<file path="config.mk">
export PLATFORM = sky130hd
export DESIGN_NAME = apb_master_arb_flat
export DESIGN_NICKNAME = d
export VERILOG_FILES = /design/src/rtl/apb_master_arb_if.sv /design/src/rtl/apb_master_arb.sv /design/src/flat_wrapper.sv
export SDC_FILE = /design/constraint.sdc
export NUM_CORES = 1
export LEC_CHECK = 0
export CELL_PAD_IN_SITES_DETAIL_PLACEMENT = 0
export CELL_PAD_IN_SITES_GLOBAL_PLACEMENT = 2
export CORE_MARGIN = 2
export CORE_UTILIZATION = 26
export CTS_BUF_LIST = sky130_fd_sc_hd__clkbuf_8
export CTS_CLUSTER_SIZE = 12
export DETAILED_ROUTE_END_ITERATION = 12
export HOLD_SLACK_MARGIN = 0.15
export PLACE_DENSITY_LB_ADDON = 0.1
export SLEW_MARGIN = 30
export SYNTH_ARGS = -nofsm -noshare
export SYNTH_HDL_FRONTEND = slang
export SYNTH_SLANG_ARGS = --single-unit
</file>
<file path="constraint.sdc">
create_clock -name PCLK -period 3.95 [get_ports PCLK]
set_input_delay 0.395 -clock PCLK [delete_from_list [all_inputs] [get_ports PCLK]]
set_output_delay 0.395 -clock PCLK [all_outputs]
set_load 0.1 [all_outputs]
</file>
<file path="src/rtl/apb_master_arb_if.sv">
// Bundle of the two requester channels and the APB completer bus.
// The master modport is the arbiter's view; the slave modport is the
// environment's view (requesters plus the APB completer).
interface apb_master_arb_if;
    logic        m0_req_valid;
    logic        m0_req_ready;
    logic        m0_req_write;
    logic [31:0] m0_req_addr;
    logic [31:0] m0_req_wdata;
    logic        m0_rsp_valid;
    logic [31:0] m0_rsp_rdata;
    logic        m0_rsp_err;

    logic        m1_req_valid;
    logic        m1_req_ready;
    logic        m1_req_write;
    logic [31:0] m1_req_addr;
    logic [31:0] m1_req_wdata;
    logic        m1_rsp_valid;
    logic [31:0] m1_rsp_rdata;
    logic        m1_rsp_err;

    logic [31:0] PADDR;
    logic        PWRITE;
    logic [31:0] PWDATA;
    logic        PSEL;
    logic        PENABLE;
    logic [31:0] PRDATA;
    logic        PREADY;

    modport master (
        input  m0_req_valid, m0_req_write, m0_req_addr, m0_req_wdata,
        output m0_req_ready, m0_rsp_valid, m0_rsp_rdata, m0_rsp_err,
        input  m1_req_valid, m1_req_write, m1_req_addr, m1_req_wdata,
        output m1_req_ready, m1_rsp_valid, m1_rsp_rdata, m1_rsp_err,
        output PADDR, PWRITE, PWDATA, PSEL, PENABLE,
        input  PRDATA, PREADY
    );

    modport slave (
        output m0_req_valid, m0_req_write, m0_req_addr, m0_req_wdata,
        input  m0_req_ready, m0_rsp_valid, m0_rsp_rdata, m0_rsp_err,
        output m1_req_valid, m1_req_write, m1_req_addr, m1_req_wdata,
        input  m1_req_ready, m1_rsp_valid, m1_rsp_rdata, m1_rsp_err,
        input  PADDR, PWRITE, PWDATA, PSEL, PENABLE,
        output PRDATA, PREADY
    );
endinterface

</file>
<file path="src/rtl/apb_master_arb.sv">
// Two-requester round-robin arbiter driving one APB completer.
//
// Handshakes: a request transfers on the rising edge where req_valid and
// req_ready are both high; the requester holds valid and its request fields
// stable until that edge. req_ready is only ever high in IDLE. A response is
// a single-cycle rsp_valid pulse with no back-pressure; rsp_rdata/rsp_err
// hold until the next response to the same requester.
module apb_master_arb #(
    parameter int TIMEOUT = 16
) (
    input  logic                PCLK,
    input  logic                PRESET,
    apb_master_arb_if.master    bus,
    output logic [1:0]          fsm_state
);
    typedef enum logic [1:0] {
        IDLE   = 2'd0,
        SETUP  = 2'd1,
        ACCESS = 2'd2
    } state_t;

    localparam int CW = (TIMEOUT < 1) ? 1 : $clog2(TIMEOUT + 1);

    state_t          state;
    logic            ptr;       // requester favoured when both are valid
    logic            grant;     // requester owning the current transfer
    logic [CW-1:0]   wait_cnt;
    logic            ready0;
    logic            ready1;
    logic            timeout_hit;
    logic            done;
    logic [31:0]     done_rdata;
    logic            done_err;

    // Grant selection: only in IDLE and out of reset; pointer breaks ties.
    always_comb begin
        ready0 = 1'b0;
        ready1 = 1'b0;
        if (PRESET && state == IDLE) begin
            if (bus.m0_req_valid && (!bus.m1_req_valid || !ptr)) begin
                ready0 = 1'b1;
            end else if (bus.m1_req_valid) begin
                ready1 = 1'b1;
            end
        end
    end

    // Completion of an ACCESS phase: PREADY takes precedence over timeout.
    always_comb begin
        timeout_hit = (TIMEOUT != 0) && (wait_cnt == CW'(TIMEOUT));
        done        = (state == ACCESS) && (bus.PREADY || timeout_hit);
        done_err    = !bus.PREADY;
        done_rdata  = (bus.PREADY && !bus.PWRITE) ? bus.PRDATA : 32'h0;
    end

    assign bus.m0_req_ready = ready0;
    assign bus.m1_req_ready = ready1;
    assign fsm_state        = state;

    // Main FSM with registered APB and response outputs.
    always_ff @(posedge PCLK) begin
        if (!PRESET) begin
            state            <= IDLE;
            ptr              <= 1'b0;
            grant            <= 1'b0;
            wait_cnt         <= '0;
            bus.PSEL         <= 1'b0;
            bus.PENABLE      <= 1'b0;
            bus.PWRITE       <= 1'b0;
            bus.PADDR        <= 32'h0;
            bus.PWDATA       <= 32'h0;
            bus.m0_rsp_valid <= 1'b0;
            bus.m0_rsp_rdata <= 32'h0;
            bus.m0_rsp_err   <= 1'b0;
            bus.m1_rsp_valid <= 1'b0;
            bus.m1_rsp_rdata <= 32'h0;
            bus.m1_rsp_err   <= 1'b0;
        end else begin
            bus.m0_rsp_valid <= 1'b0;
            bus.m1_rsp_valid <= 1'b0;
            case (state)
                IDLE: begin
                    wait_cnt <= '0;
                    if (ready0) begin
                        bus.PADDR  <= bus.m0_req_addr;
                        bus.PWRITE <= bus.m0_req_write;
                        bus.PWDATA <= bus.m0_req_wdata;
                        bus.PSEL   <= 1'b1;
                        grant      <= 1'b0;
                        ptr        <= 1'b1;
                        state      <= SETUP;
                    end else if (ready1) begin
                        bus.PADDR  <= bus.m1_req_addr;
                        bus.PWRITE <= bus.m1_req_write;
                        bus.PWDATA <= bus.m1_req_wdata;
                        bus.PSEL   <= 1'b1;
                        grant      <= 1'b1;
                        ptr        <= 1'b0;
                        state      <= SETUP;
                    end
                end
                SETUP: begin
                    bus.PENABLE <= 1'b1;
                    state       <= ACCESS;
                end
                ACCESS: begin
                    if (done) begin
                        bus.PSEL    <= 1'b0;
                        bus.PENABLE <= 1'b0;
                        state       <= IDLE;
                        if (grant) begin
                            bus.m1_rsp_valid <= 1'b1;
                            bus.m1_rsp_rdata <= done_rdata;
                            bus.m1_rsp_err   <= done_err;
                        end else begin
                            bus.m0_rsp_valid <= 1'b1;
                            bus.m0_rsp_rdata <= done_rdata;
                            bus.m0_rsp_err   <= done_err;
                        end
                    end else if (TIMEOUT != 0) begin
                        wait_cnt <= wait_cnt + 1'b1;
                    end
                end
                default: begin
                    bus.PSEL    <= 1'b0;
                    bus.PENABLE <= 1'b0;
                    state       <= IDLE;
                end
            endcase
        end
    end
endmodule

</file>
<file path="src/flat_wrapper.sv">
// flat-port wrapper written by rule: the top's interface ports become plain ports
module apb_master_arb_flat 
#(
    parameter int TIMEOUT = 16
)
  (PCLK, PRESET, fsm_state, bus_m0_req_valid, bus_m0_req_write, bus_m0_req_addr, bus_m0_req_wdata, bus_m0_req_ready, bus_m0_rsp_valid, bus_m0_rsp_rdata, bus_m0_rsp_err, bus_m1_req_valid, bus_m1_req_write, bus_m1_req_addr, bus_m1_req_wdata, bus_m1_req_ready, bus_m1_rsp_valid, bus_m1_rsp_rdata, bus_m1_rsp_err, bus_PADDR, bus_PWRITE, bus_PWDATA, bus_PSEL, bus_PENABLE, bus_PRDATA, bus_PREADY);
  apb_master_arb_if bus_i ();
  input  logic PCLK;
  input  logic PRESET;
  output logic [1:0] fsm_state;
  input wire logic [$bits(bus_i.m0_req_valid)-1:0] bus_m0_req_valid;
  input wire logic [$bits(bus_i.m0_req_write)-1:0] bus_m0_req_write;
  input wire logic [$bits(bus_i.m0_req_addr)-1:0] bus_m0_req_addr;
  input wire logic [$bits(bus_i.m0_req_wdata)-1:0] bus_m0_req_wdata;
  output wire logic [$bits(bus_i.m0_req_ready)-1:0] bus_m0_req_ready;
  output wire logic [$bits(bus_i.m0_rsp_valid)-1:0] bus_m0_rsp_valid;
  output wire logic [$bits(bus_i.m0_rsp_rdata)-1:0] bus_m0_rsp_rdata;
  output wire logic [$bits(bus_i.m0_rsp_err)-1:0] bus_m0_rsp_err;
  input wire logic [$bits(bus_i.m1_req_valid)-1:0] bus_m1_req_valid;
  input wire logic [$bits(bus_i.m1_req_write)-1:0] bus_m1_req_write;
  input wire logic [$bits(bus_i.m1_req_addr)-1:0] bus_m1_req_addr;
  input wire logic [$bits(bus_i.m1_req_wdata)-1:0] bus_m1_req_wdata;
  output wire logic [$bits(bus_i.m1_req_ready)-1:0] bus_m1_req_ready;
  output wire logic [$bits(bus_i.m1_rsp_valid)-1:0] bus_m1_rsp_valid;
  output wire logic [$bits(bus_i.m1_rsp_rdata)-1:0] bus_m1_rsp_rdata;
  output wire logic [$bits(bus_i.m1_rsp_err)-1:0] bus_m1_rsp_err;
  output wire logic [$bits(bus_i.PADDR)-1:0] bus_PADDR;
  output wire logic [$bits(bus_i.PWRITE)-1:0] bus_PWRITE;
  output wire logic [$bits(bus_i.PWDATA)-1:0] bus_PWDATA;
  output wire logic [$bits(bus_i.PSEL)-1:0] bus_PSEL;
  output wire logic [$bits(bus_i.PENABLE)-1:0] bus_PENABLE;
  input wire logic [$bits(bus_i.PRDATA)-1:0] bus_PRDATA;
  input wire logic [$bits(bus_i.PREADY)-1:0] bus_PREADY;
  assign bus_i.m0_req_valid = bus_m0_req_valid;
  assign bus_i.m0_req_write = bus_m0_req_write;
  assign bus_i.m0_req_addr = bus_m0_req_addr;
  assign bus_i.m0_req_wdata = bus_m0_req_wdata;
  assign bus_m0_req_ready = bus_i.m0_req_ready;
  assign bus_m0_rsp_valid = bus_i.m0_rsp_valid;
  assign bus_m0_rsp_rdata = bus_i.m0_rsp_rdata;
  assign bus_m0_rsp_err = bus_i.m0_rsp_err;
  assign bus_i.m1_req_valid = bus_m1_req_valid;
  assign bus_i.m1_req_write = bus_m1_req_write;
  assign bus_i.m1_req_addr = bus_m1_req_addr;
  assign bus_i.m1_req_wdata = bus_m1_req_wdata;
  assign bus_m1_req_ready = bus_i.m1_req_ready;
  assign bus_m1_rsp_valid = bus_i.m1_rsp_valid;
  assign bus_m1_rsp_rdata = bus_i.m1_rsp_rdata;
  assign bus_m1_rsp_err = bus_i.m1_rsp_err;
  assign bus_PADDR = bus_i.PADDR;
  assign bus_PWRITE = bus_i.PWRITE;
  assign bus_PWDATA = bus_i.PWDATA;
  assign bus_PSEL = bus_i.PSEL;
  assign bus_PENABLE = bus_i.PENABLE;
  assign bus_i.PRDATA = bus_PRDATA;
  assign bus_i.PREADY = bus_PREADY;
  apb_master_arb #(.TIMEOUT(TIMEOUT)) u_core (.PCLK(PCLK), .PRESET(PRESET), .bus(bus_i), .fsm_state(fsm_state));
endmodule
</file>
==> run metrics, run 1 <==
total track usage=17.36%; placed cells=1007; Final setup viols=0; worst r2r src=u_core.fsm_state[1]; die area=23310 um^2; Netlist Area Pre-Place=5747 um^2; CP Cell Sequence=clkdlybuf4s50_1; Mapped Avg Cell Area=~12 um^2; Synth top area share=roughly 50%; initial DRC count=363; vias after detailed routing=5433; Hold Path End=u_core.bus.m1_rsp_err; Avg WL per Cell=20.04 um; hold path cells=2; Setup crit start kind=flip-flop; IO Port Bufs=305; VDD IR-drop max=about 0.00024 V; hold path startpoint=u_core.bus.m1_rsp_err; Post-synth top flop=dfxtp_1; critical-path maximum fanout=17; drt first pass iters=4; Post-synth EDFFs=0; Max Slew Vio Count=0; Fin. Hold Viols=0; WL final=20.84 mm; max-cap viol count=0; Area Growth Syn to Fin=60.27%; Worst Hold Class=flip-flop to flip-flop; reg-to-reg slack, setup=1.69 ns; Worst Path Buf+Inv=1; CTS Buf Count=17; Post-Syn Instances=475; slew margin rel.=30.15%; final worst path period share=a little under three quarters; Unique masters post-synth=51; initial core utilization=26.41%; count leader, synth=dfxtp_1; largest area contributor in the netlist=dfxtp_1; Data required, critical path=roughly 3.6 ns; core box area=21760 um^2; die height=152.7 um; pin count of the biggest net entering global routing=67; FF-to-FF path depth=4; CP peak stage delay=around 1.3 ns; clk_lat worst skew=0.44 ns; most frequent cells after synthesis=dfxtp_1, a221o_1, a32o_1, o211a_1, clkbuf_1; flops & latches, synth=144; Via density=5.224; Synthesized Nets=644; final cell count without fillers=1040; RSZ-0062 raised after global routing=no; row count=54; vias in the first global route=~5500; Clock transition at path regs=roughly 0.090 ns; Clock Tree Root=clkbuf_8; CTS tree=yes; hold-fix buffers at CTS=0; critical path class=flip-flop to output pin; Critical R2R Capture=u_core.bus.PWDATA[4]; postcts setup bufs=0; asr flop ratio synth=0%; n_diodes=0; critical path launch point=u_core.fsm_state[0]; clk buf depth=2; chip width=~150 um; fin crit period=~2.8 ns; total gr overflow=0; Seq/Total Area, Yosys=50.16%; Clock Sinks=144; max frequency=between 300 and 400 MHz; post-route setup TNS=0 ns; H-tree levels=4; layout cell share with drive strength beyond 1=8.553%; measured slew at the worst slew-check pin=1.045 ns; top cells by area, synth=dfxtp_1, a221o_1, a32o_1; Crit path max-delay family=buffers and inverters; PwrDens=431.7 nW/um^2; Slowest cell on crit path=clkdlybuf4s50_1; final antenna-violating net count=0; Ys Warns=0; HPWL reported at the end of detailed placement=14.22 mm; DR DRC count=0; layout net count=916; # resized after CTS=0; antenna violations before repair=0; I/O pin count=306; global-route wire length before repair=32.17 mm; Critical Path End Type=output pin; CP Data Arrival Time=2.44 ns; status=completed; Leak=3.921 nW; routability cong.=0.7470; Final Skew=between 0.01 and 0.015 ns
==> worst max-delay path by stage <==
stage / cells after the start / endpoint
6_report: 1 / fsm_state[0]
5_1_grt: 1 / fsm_state[0]
4_1_cts: 1 / fsm_state[0]
3_5_place_dp: 5 / u_core.bus.PWDATA[4]
3_3_place_gp: 5 / u_core.bus.PWDATA[25]
2_1_floorplan: 4 / u_core.bus.PADDR[23]
==> final cells by class <==
class / instances / area [um^2]
multi-input cells: 261 / 2449
inverters: 7 / 26.28
repair buffers: 316 / 3133
clock buffers: 18 / 247.7
well taps: 280 / 350.3
clock inverters: 14 / 121.4
fillers: 2083 / 12550
flip-flops and latches: 144 / 2883
==> state kept, by name, indices dropped and copies added, names as in the netlist, 2 cells and up <==
register	flops
u_core.bus.PWDATA	32
u_core.bus.m0_rsp_rdata	32
u_core.bus.PADDR	32
u_core.bus.m1_rsp_rdata	32
u_core.fsm_state	2
u_core.wait_cnt	5
==> metal layers <==
| metal | global-route usage [%] | up-vias | share of wire [%] |
|---|---|---|---|
| met1 | 20.26 | 2660 | 41 |
| li1 | - | 2516 | - |
| met4 | 4.409 | 0 | 1.5 |
| met3 | 7.679 | 21 | 9.3 |
| met2 | 29.17 | 236 | 48 |
| met5 | 0 | - | 0 |
==> per-stage QoR <==
step,worst slack [ns],power (mW),area [um^2],hold WS (ns),utilization [%]
after floorplan,1.714,2.500,5747,0.4312,-
final,1.113,3.976,9210,0.4625,42.33
after CTS,1.051,4.036,9195,0.4668,42.26
after global routing,0.9990,4.147,9210,0.4771,42.33
after detailed placement,1.444,2.899,8826,0.4551,40.57
after global placement,1.485,2.895,8813,0.4412,40.51
==> cells by family (layout without fill, tap and decap cells) <==
logic type | count (synthesis) | in the layout | share of synthesized area (%)
AOI/OAI and AO/OA | 218 | 218 | 37.19
adders and majority gates | 2 | 2 | 0.4354
buffers and inverters | 70 | 355 | 7.490
DFF | 144 | 144 | 50.16
and+or+nand+nor | 41 | 41 | 4.725
==> power by group <==
part | leakage [nW] | switching (mW) | internal [mW] | total (mW)
Combinational | 2.56 | 0.877 | 0.385 | 1.26
Clock | 0.190 | 0.639 | 0.473 | 1.11
Sequential | 1.17 | 0.0600 | 1.54 | 1.60
Total | 3.92 | 1.58 | 2.40 | 3.98
==> placed cells by master, fill, tap and decap left out, types with 2 or more instances in the layout <==
cell             count
a31oi_1              3
nand2b_1             2
clkinv_2             2
inv_6                4
nand4b_1             2
a21boi_1             2
clkinv_4             4
a221o_1             64
clkbuf_8            18
nand2_1              6
inv_1                7
o211ai_4             2
nand3_1              2
buf_4               11
clkdlybuf4s50_1    296
buf_2                6
ha_1                 2
nor2b_1              2
nor3_1               5
o211a_1             64
dfxtp_1            144
buf_8                2
o21ai_1              4
or4_1                2
a32o_1              64
a21oi_1              4
nor2_1               3
inv_8                3
No activity file was read; power rests on OpenSTA's default activity.
==> run 2: changes to the inputs <==
--- a/config.mk
+++ b/config.mk
@@ -8,7 +8,7 @@
 export CELL_PAD_IN_SITES_DETAIL_PLACEMENT = 0
 export CELL_PAD_IN_SITES_GLOBAL_PLACEMENT = 2
 export CORE_MARGIN = 2
-export CORE_UTILIZATION = 26
+export CORE_UTILIZATION = 24
 export CTS_BUF_LIST = sky130_fd_sc_hd__clkbuf_8
 export CTS_CLUSTER_SIZE = 12
 export DETAILED_ROUTE_END_ITERATION = 12
==> constraint.sdc (replaced) <==
create_clock -name PCLK -period 2.8 [get_ports PCLK]
set_input_delay 0.28 -clock PCLK [delete_from_list [all_inputs] [get_ports PCLK]]
set_output_delay 0.28 -clock PCLK [all_outputs]
set_load 0.1 [all_outputs]
==> run 2 against run 1 <==
  * Sequential cell count unchanged
  * Final area shrank 1.9%
  * Critical endpoint is now bus_m0_req_ready
  * Largest power group unchanged
  * Count of clock-buffer cells in the layout is the same
  * Via count down 0.13%
  * Utilization decreased by 3.8 points
  * Worst setup slack worse by 0.57 ns
  * Worst hold slack got worse by 0.12 ns
==> run metrics, run 2 (synthesis gave the netlist of run 1 again) <==
status=completed; # resized after CTS=0; chip width=158.7 um; Avg WL per Cell=19.22 um; final worst path period share=about four fifths; layout net count=919; Via density=5.015; critical-path maximum fanout=17; I/O pin count=slightly above 300; HPWL reported at the end of detailed placement=14.56 mm; critical path launch point=u_core.fsm_state[1]; Slowest cell on crit path=dfxtp_1; hold-fix buffers at CTS=0; worst r2r src=u_core.wait_cnt[0]; hold path startpoint=PRESET; commonest cells after routing, fill and taps aside=clkdlybuf4s50_1, buf_4, dfxtp_1; critical path class=flip-flop to output pin; Fin. Hold Viols=0; Final setup viols=0; Clock Sinks=144; drt first pass iters=5; routability cong.=about 0.75; fin area=between 9000 and 10000 um^2; Setup crit start kind=flip-flop; postcts setup bufs=0; antenna violations before repair=0; final cell count without fillers=1082; Crit path max-delay family=simple AND/OR/NAND/NOR gates; WL final=20.80 mm; die height=158.7 um; slew margin rel.=56.80%; Data required, critical path=2.52 ns; fin crit period=2.259 ns; CP Cell Sequence=nor3b_4 > and3_4 > buf_12; final antenna-violating net count=0; CP Data Arrival Time=just under 2 ns; pin count of the biggest net entering global routing=66; vias in the first global route=5694; clk_lat worst skew=roughly 0.45 ns; n_diodes=0; total power=5.633 mW; clk buf depth=2; Max Slew Vio Count=0; vias after detailed routing=5426; core box area=23470 um^2; CTS tree=yes; Final Skew=about 0.015 ns; max frequency=442.7 MHz; RSZ-0062 raised after global routing=no; most common cell after layout, fill and taps aside=clkdlybuf4s50_1; Critical Path End Type=output pin; Worst Path Buf+Inv=1; PwrDens=~620 nW/um^2; VDD IR-drop max=0.0002274 V; max-cap viol count=0; die area=25200 um^2; placed instance area=between 8000 and 9000 um^2; measured slew at the worst slew-check pin=roughly 0.64 ns; post-route setup TNS=0 ns; global-route wire length before repair=32.71 mm; H-tree levels=4; DR DRC count=0; Worst Hold Class=input port to flip-flop; Leak=4.203 nW; Clock Tree Root=clkbuf_8; CTS Buf Count=17; initial core utilization=~24%; CP peak stage delay=0.51 ns; Clock transition at path regs=0.09 ns; IO Port Bufs=305; Area Growth Syn to Fin=57.22%; layout cell share with drive strength beyond 1=26.08%; initial DRC count=376; total track usage=16.31%; row count=56; placed cells=1050; total gr overflow=0
[run 2: layer usage]
layer	part of all wire [%]	wire [um]	track usage, %
met5	0	0	0
met1	41	8484	19.13
met3	10	2140	7.837
met2	48	9898	26.58
met4	1.3	275	4.379
[run 2: per-stage QoR]
stage          hold WS [ns]  setup slack, ns  util (%)
6_report             0.3416           0.5409     38.49
2_1_floorplan        0.4058           0.5638         -
4_1_cts              0.3096           0.4962     38.49
5_1_grt              0.3364           0.4052     38.49
3_3_place_gp         0.4426           0.6209     36.83
3_5_place_dp         0.4417           0.5520     36.91
[run 2: worst paths after layout]
path / to / slack [ns] / cells past startpoint
setup / recovery: bus_m0_req_ready / 0.54 / 3
hold / removal: u_core.bus.PSEL / 0.34 / 4
setup reg to reg: u_core.bus.m1_rsp_rdata[4] / 0.74 / 6
hold reg to reg: u_core.bus.m1_rsp_err / 0.45 / 2
[run 2: area by class of cell]
cell class,count,area (um^2)
fill,2302,14440
timing repair buffer,319,2908
sequential,144,2883
multi-input combinational,261,2449
tap,319,399.1
clock buffer,18,247.7
clock inverter,14,122.6
inverter,7,26.28
[run 2: worst register-to-register path: stages, from the launching register on]
cell	delay, ns
dfxtp_1	0.37
inv_1	0.07
ha_1	0.13
nor4bb_2	0.60
o211ai_4	0.28
buf_12	0.25
a32o_1	0.26
[run 2: where the power goes]
group	total [mW]	switching, mW	internal (mW)
clock	1.60	0.928	0.673
sequential	2.26	0.0864	2.17
combinational	1.77	1.24	0.528
==> run 3: changes to the inputs <==
==> constraint.sdc (replaced) <==
create_clock -name PCLK -period 2.2 [get_ports PCLK]
set_input_delay 0.22 -clock PCLK [delete_from_list [all_inputs] [get_ports PCLK]]
set_output_delay 0.22 -clock PCLK [all_outputs]
set_load 0.1 [all_outputs]
==> run 3 against run 2 <==
  * Worst setup slack got worse by 0.41 ns
  * Via count grew 1.4%
  * Clock skew increased by 0.0021 ns
  * Clock power rose by 51%
  * Wire length up 5.0%
  * Non-clock buffer count grew 6
  * Register-to-register slack got worse by 0.49 ns
  * First-iteration DRC count rose by 0.53%
  * Sequential power up 27%
  * Critical endpoint unchanged
  * Highest routed layer unchanged
==> run metrics, run 3 (synthesis gave the netlist of run 1 again) <==
vias after detailed routing=about 5500; Final setup viols=0; Psw=2.933 mW; Area Growth Syn to Fin=59.81%; met2 Resource Use GR=28.25%; Critical Path End Type=output pin; total gr overflow=0; commonest cells after routing, fill and taps aside=clkdlybuf4s50_1, buf_4, dfxtp_1; Via density=about 5.1; Clock Sinks=144; clock power share=31.9%; critical-path maximum fanout=33; I/O pin count=around 300; RSZ-0062 raised after global routing=no; die area=25200 um^2; sequential share of power=38.0%; antenna violations before repair=0; number of fill cells=2290; CP Cell Sequence=nor3b_4 > and3_4 > buf_12; layout net count=926; final antenna-violating net count=0; Clock Tree Root=clkbuf_8; Final Skew=0.01737 ns; PwrDens=824.4 nW/um^2; Crit path max-delay family=simple AND/OR/NAND/NOR gates; CTS tree=yes; WL final=roughly 22 mm; core box area=23470 um^2; final worst path period share=between 90% and 100%; clk buf depth=2; IO Port Bufs=305; clk_lat worst skew=0.45 ns; Leak=4.277 nW; drt first pass iters=4; total track usage=16.92%; Slowest cell on crit path=and3_4; combinational share of power=between 30 and 40%; layout cell share with drive strength beyond 1=27.01%; die height=158.7 um; row count=56; Max Slew Vio Count=0; n_diodes=0; fin crit period=2.071 ns; post-route setup TNS=0 ns; DR DRC count=0; Clock transition at path regs=0.09 ns; Fin. Hold Viols=0; initial core utilization=24.48%; grt met1 use=19.95%; placed cells=approximately 1100; max frequency=483.0 MHz; hold-fix buffers at CTS=0; CP Data Arrival Time=1.85 ns; measured slew at the worst slew-check pin=between 0.8 and 0.9 ns; max-cap viol count=0; Worst Hold Class=input port to flip-flop; chip width=158.7 um; switching share of total power=between 30% and 40%; Avg WL per Cell=roughly 20 um; global-route wire length before repair=33.68 mm; H-tree levels=4; Setup crit start kind=flip-flop; HPWL reported at the end of detailed placement=between 10 and 15 mm; final cell count without fillers=1089; VDD IR-drop max=0.0002806 V; hold_ws=0.3221 ns; routability cong.=between 0.7 and 0.8; status=completed; most common cell after layout, fill and taps aside=clkdlybuf4s50_1; Worst Path Buf+Inv=1; slew margin rel.=45.07%; CTS Buf Count=17; Data required, critical path=slightly below 2 ns; placed instance area=8690 um^2; CP peak stage delay=between 0.5 and 0.6 ns; initial DRC count=378; internal power=4.639 mW; fin area=9184 um^2; most used routing layer=met2; pin count of the biggest net entering global routing=141; GR Util met3=between 7 and 8%; vias in the first global route=5764; critical path class=flip-flop to output pin
-- run 3: cell types whose count changed in the layout (fill, tap and decap cells not counted), moves of 2 or more --
cell	change
clkinv_4	-2
clkinv_2	-2
buf_4	+4
bufinv_16	+3
dfxtp_1	-2
buf_8	+2
-- run 3: power by group through the flow --
stage / clock [mW] / combinational [mW] / sequential, mW
6_report: 2.41 / 2.28 / 2.87
5_1_grt: 2.61 / 2.37 / 2.90
4_1_cts: 2.50 / 2.29 / 2.88
3_5_place_dp: 0 / 2.28 / 2.93
3_3_place_gp: 0 / 2.27 / 2.93
2_1_floorplan: 0 / 0.445 / 4.04
-- run 3: metrics by stage --
| stage | setup WS, ns | total power, mW | util (%) |
|---|---|---|---|
| after floorplan | 0.3365 | 4.490 | - |
| after global placement | 0.1424 | 5.201 | 37.02 |
| after detailed placement | 0.1076 | 5.212 | 37.02 |
| after CTS | 0.004493 | 7.667 | 39.00 |
| after global routing | 0.01416 | 7.871 | 39.13 |
| final | 0.1294 | 7.571 | 39.13 |
-- run 3: path summary, 6_finish.rpt --
check | startpoint | to | slack, ns | depth (start not counted)
max | u_core.fsm_state[0] | bus_m0_req_ready | 0.13 | 3
min reg2reg | u_core.bus.m1_rsp_err | u_core.bus.m1_rsp_err | 0.46 | 2
min | PRESET | u_core.fsm_state[1] | 0.32 | 4
max reg2reg | u_core.fsm_state[0] | u_core.bus.PADDR[11] | 0.25 | 5
-- run 3: tightest hold or removal path, cell delays in order --
cell	delay (ns)
buf_4	0.13
buf_12	0.20
nand2_1	0.12
o21ai_1	0.05
-- run 3: per-layer routing --
metal  wire length [um]  part of all wire [%]  vias to the layer above
li1                   -                     -                     2542
met3               2069                   9.5                       15
met5                  0                     0                        -
met2              10540                    48                      242
met4                240                   1.1                        0
met1               8997                    41                     2703
-- run 3: repair_timing --
| action | CTS | global route |
|---|---|---|
| resized for setup | 1 | 2 |
| buffers inserted | 1 | 1 |
| hold endpoints to repair | 0 | 0 |
| pin swaps | 2 | 2 |
| gates cloned | 1 | 0 |
| endpoints found under the setup margin | 1 | 2 |
-- run 3: area by class of cell --
cell class | count | area [um^2] | area share (%)
Timing Repair Buffer | 325 | 2968 | 32.32
Sequential cell | 144 | 2888 | 31.44
Multi-Input combinational cell | 262 | 2456 | 26.74
Tap cell | 319 | 399.1 | 4.346
Clock buffer | 17 | 234.0 | 2.548
Clock inverter | 15 | 212.7 | 2.316
Inverter | 7 | 26.28 | 0.2861
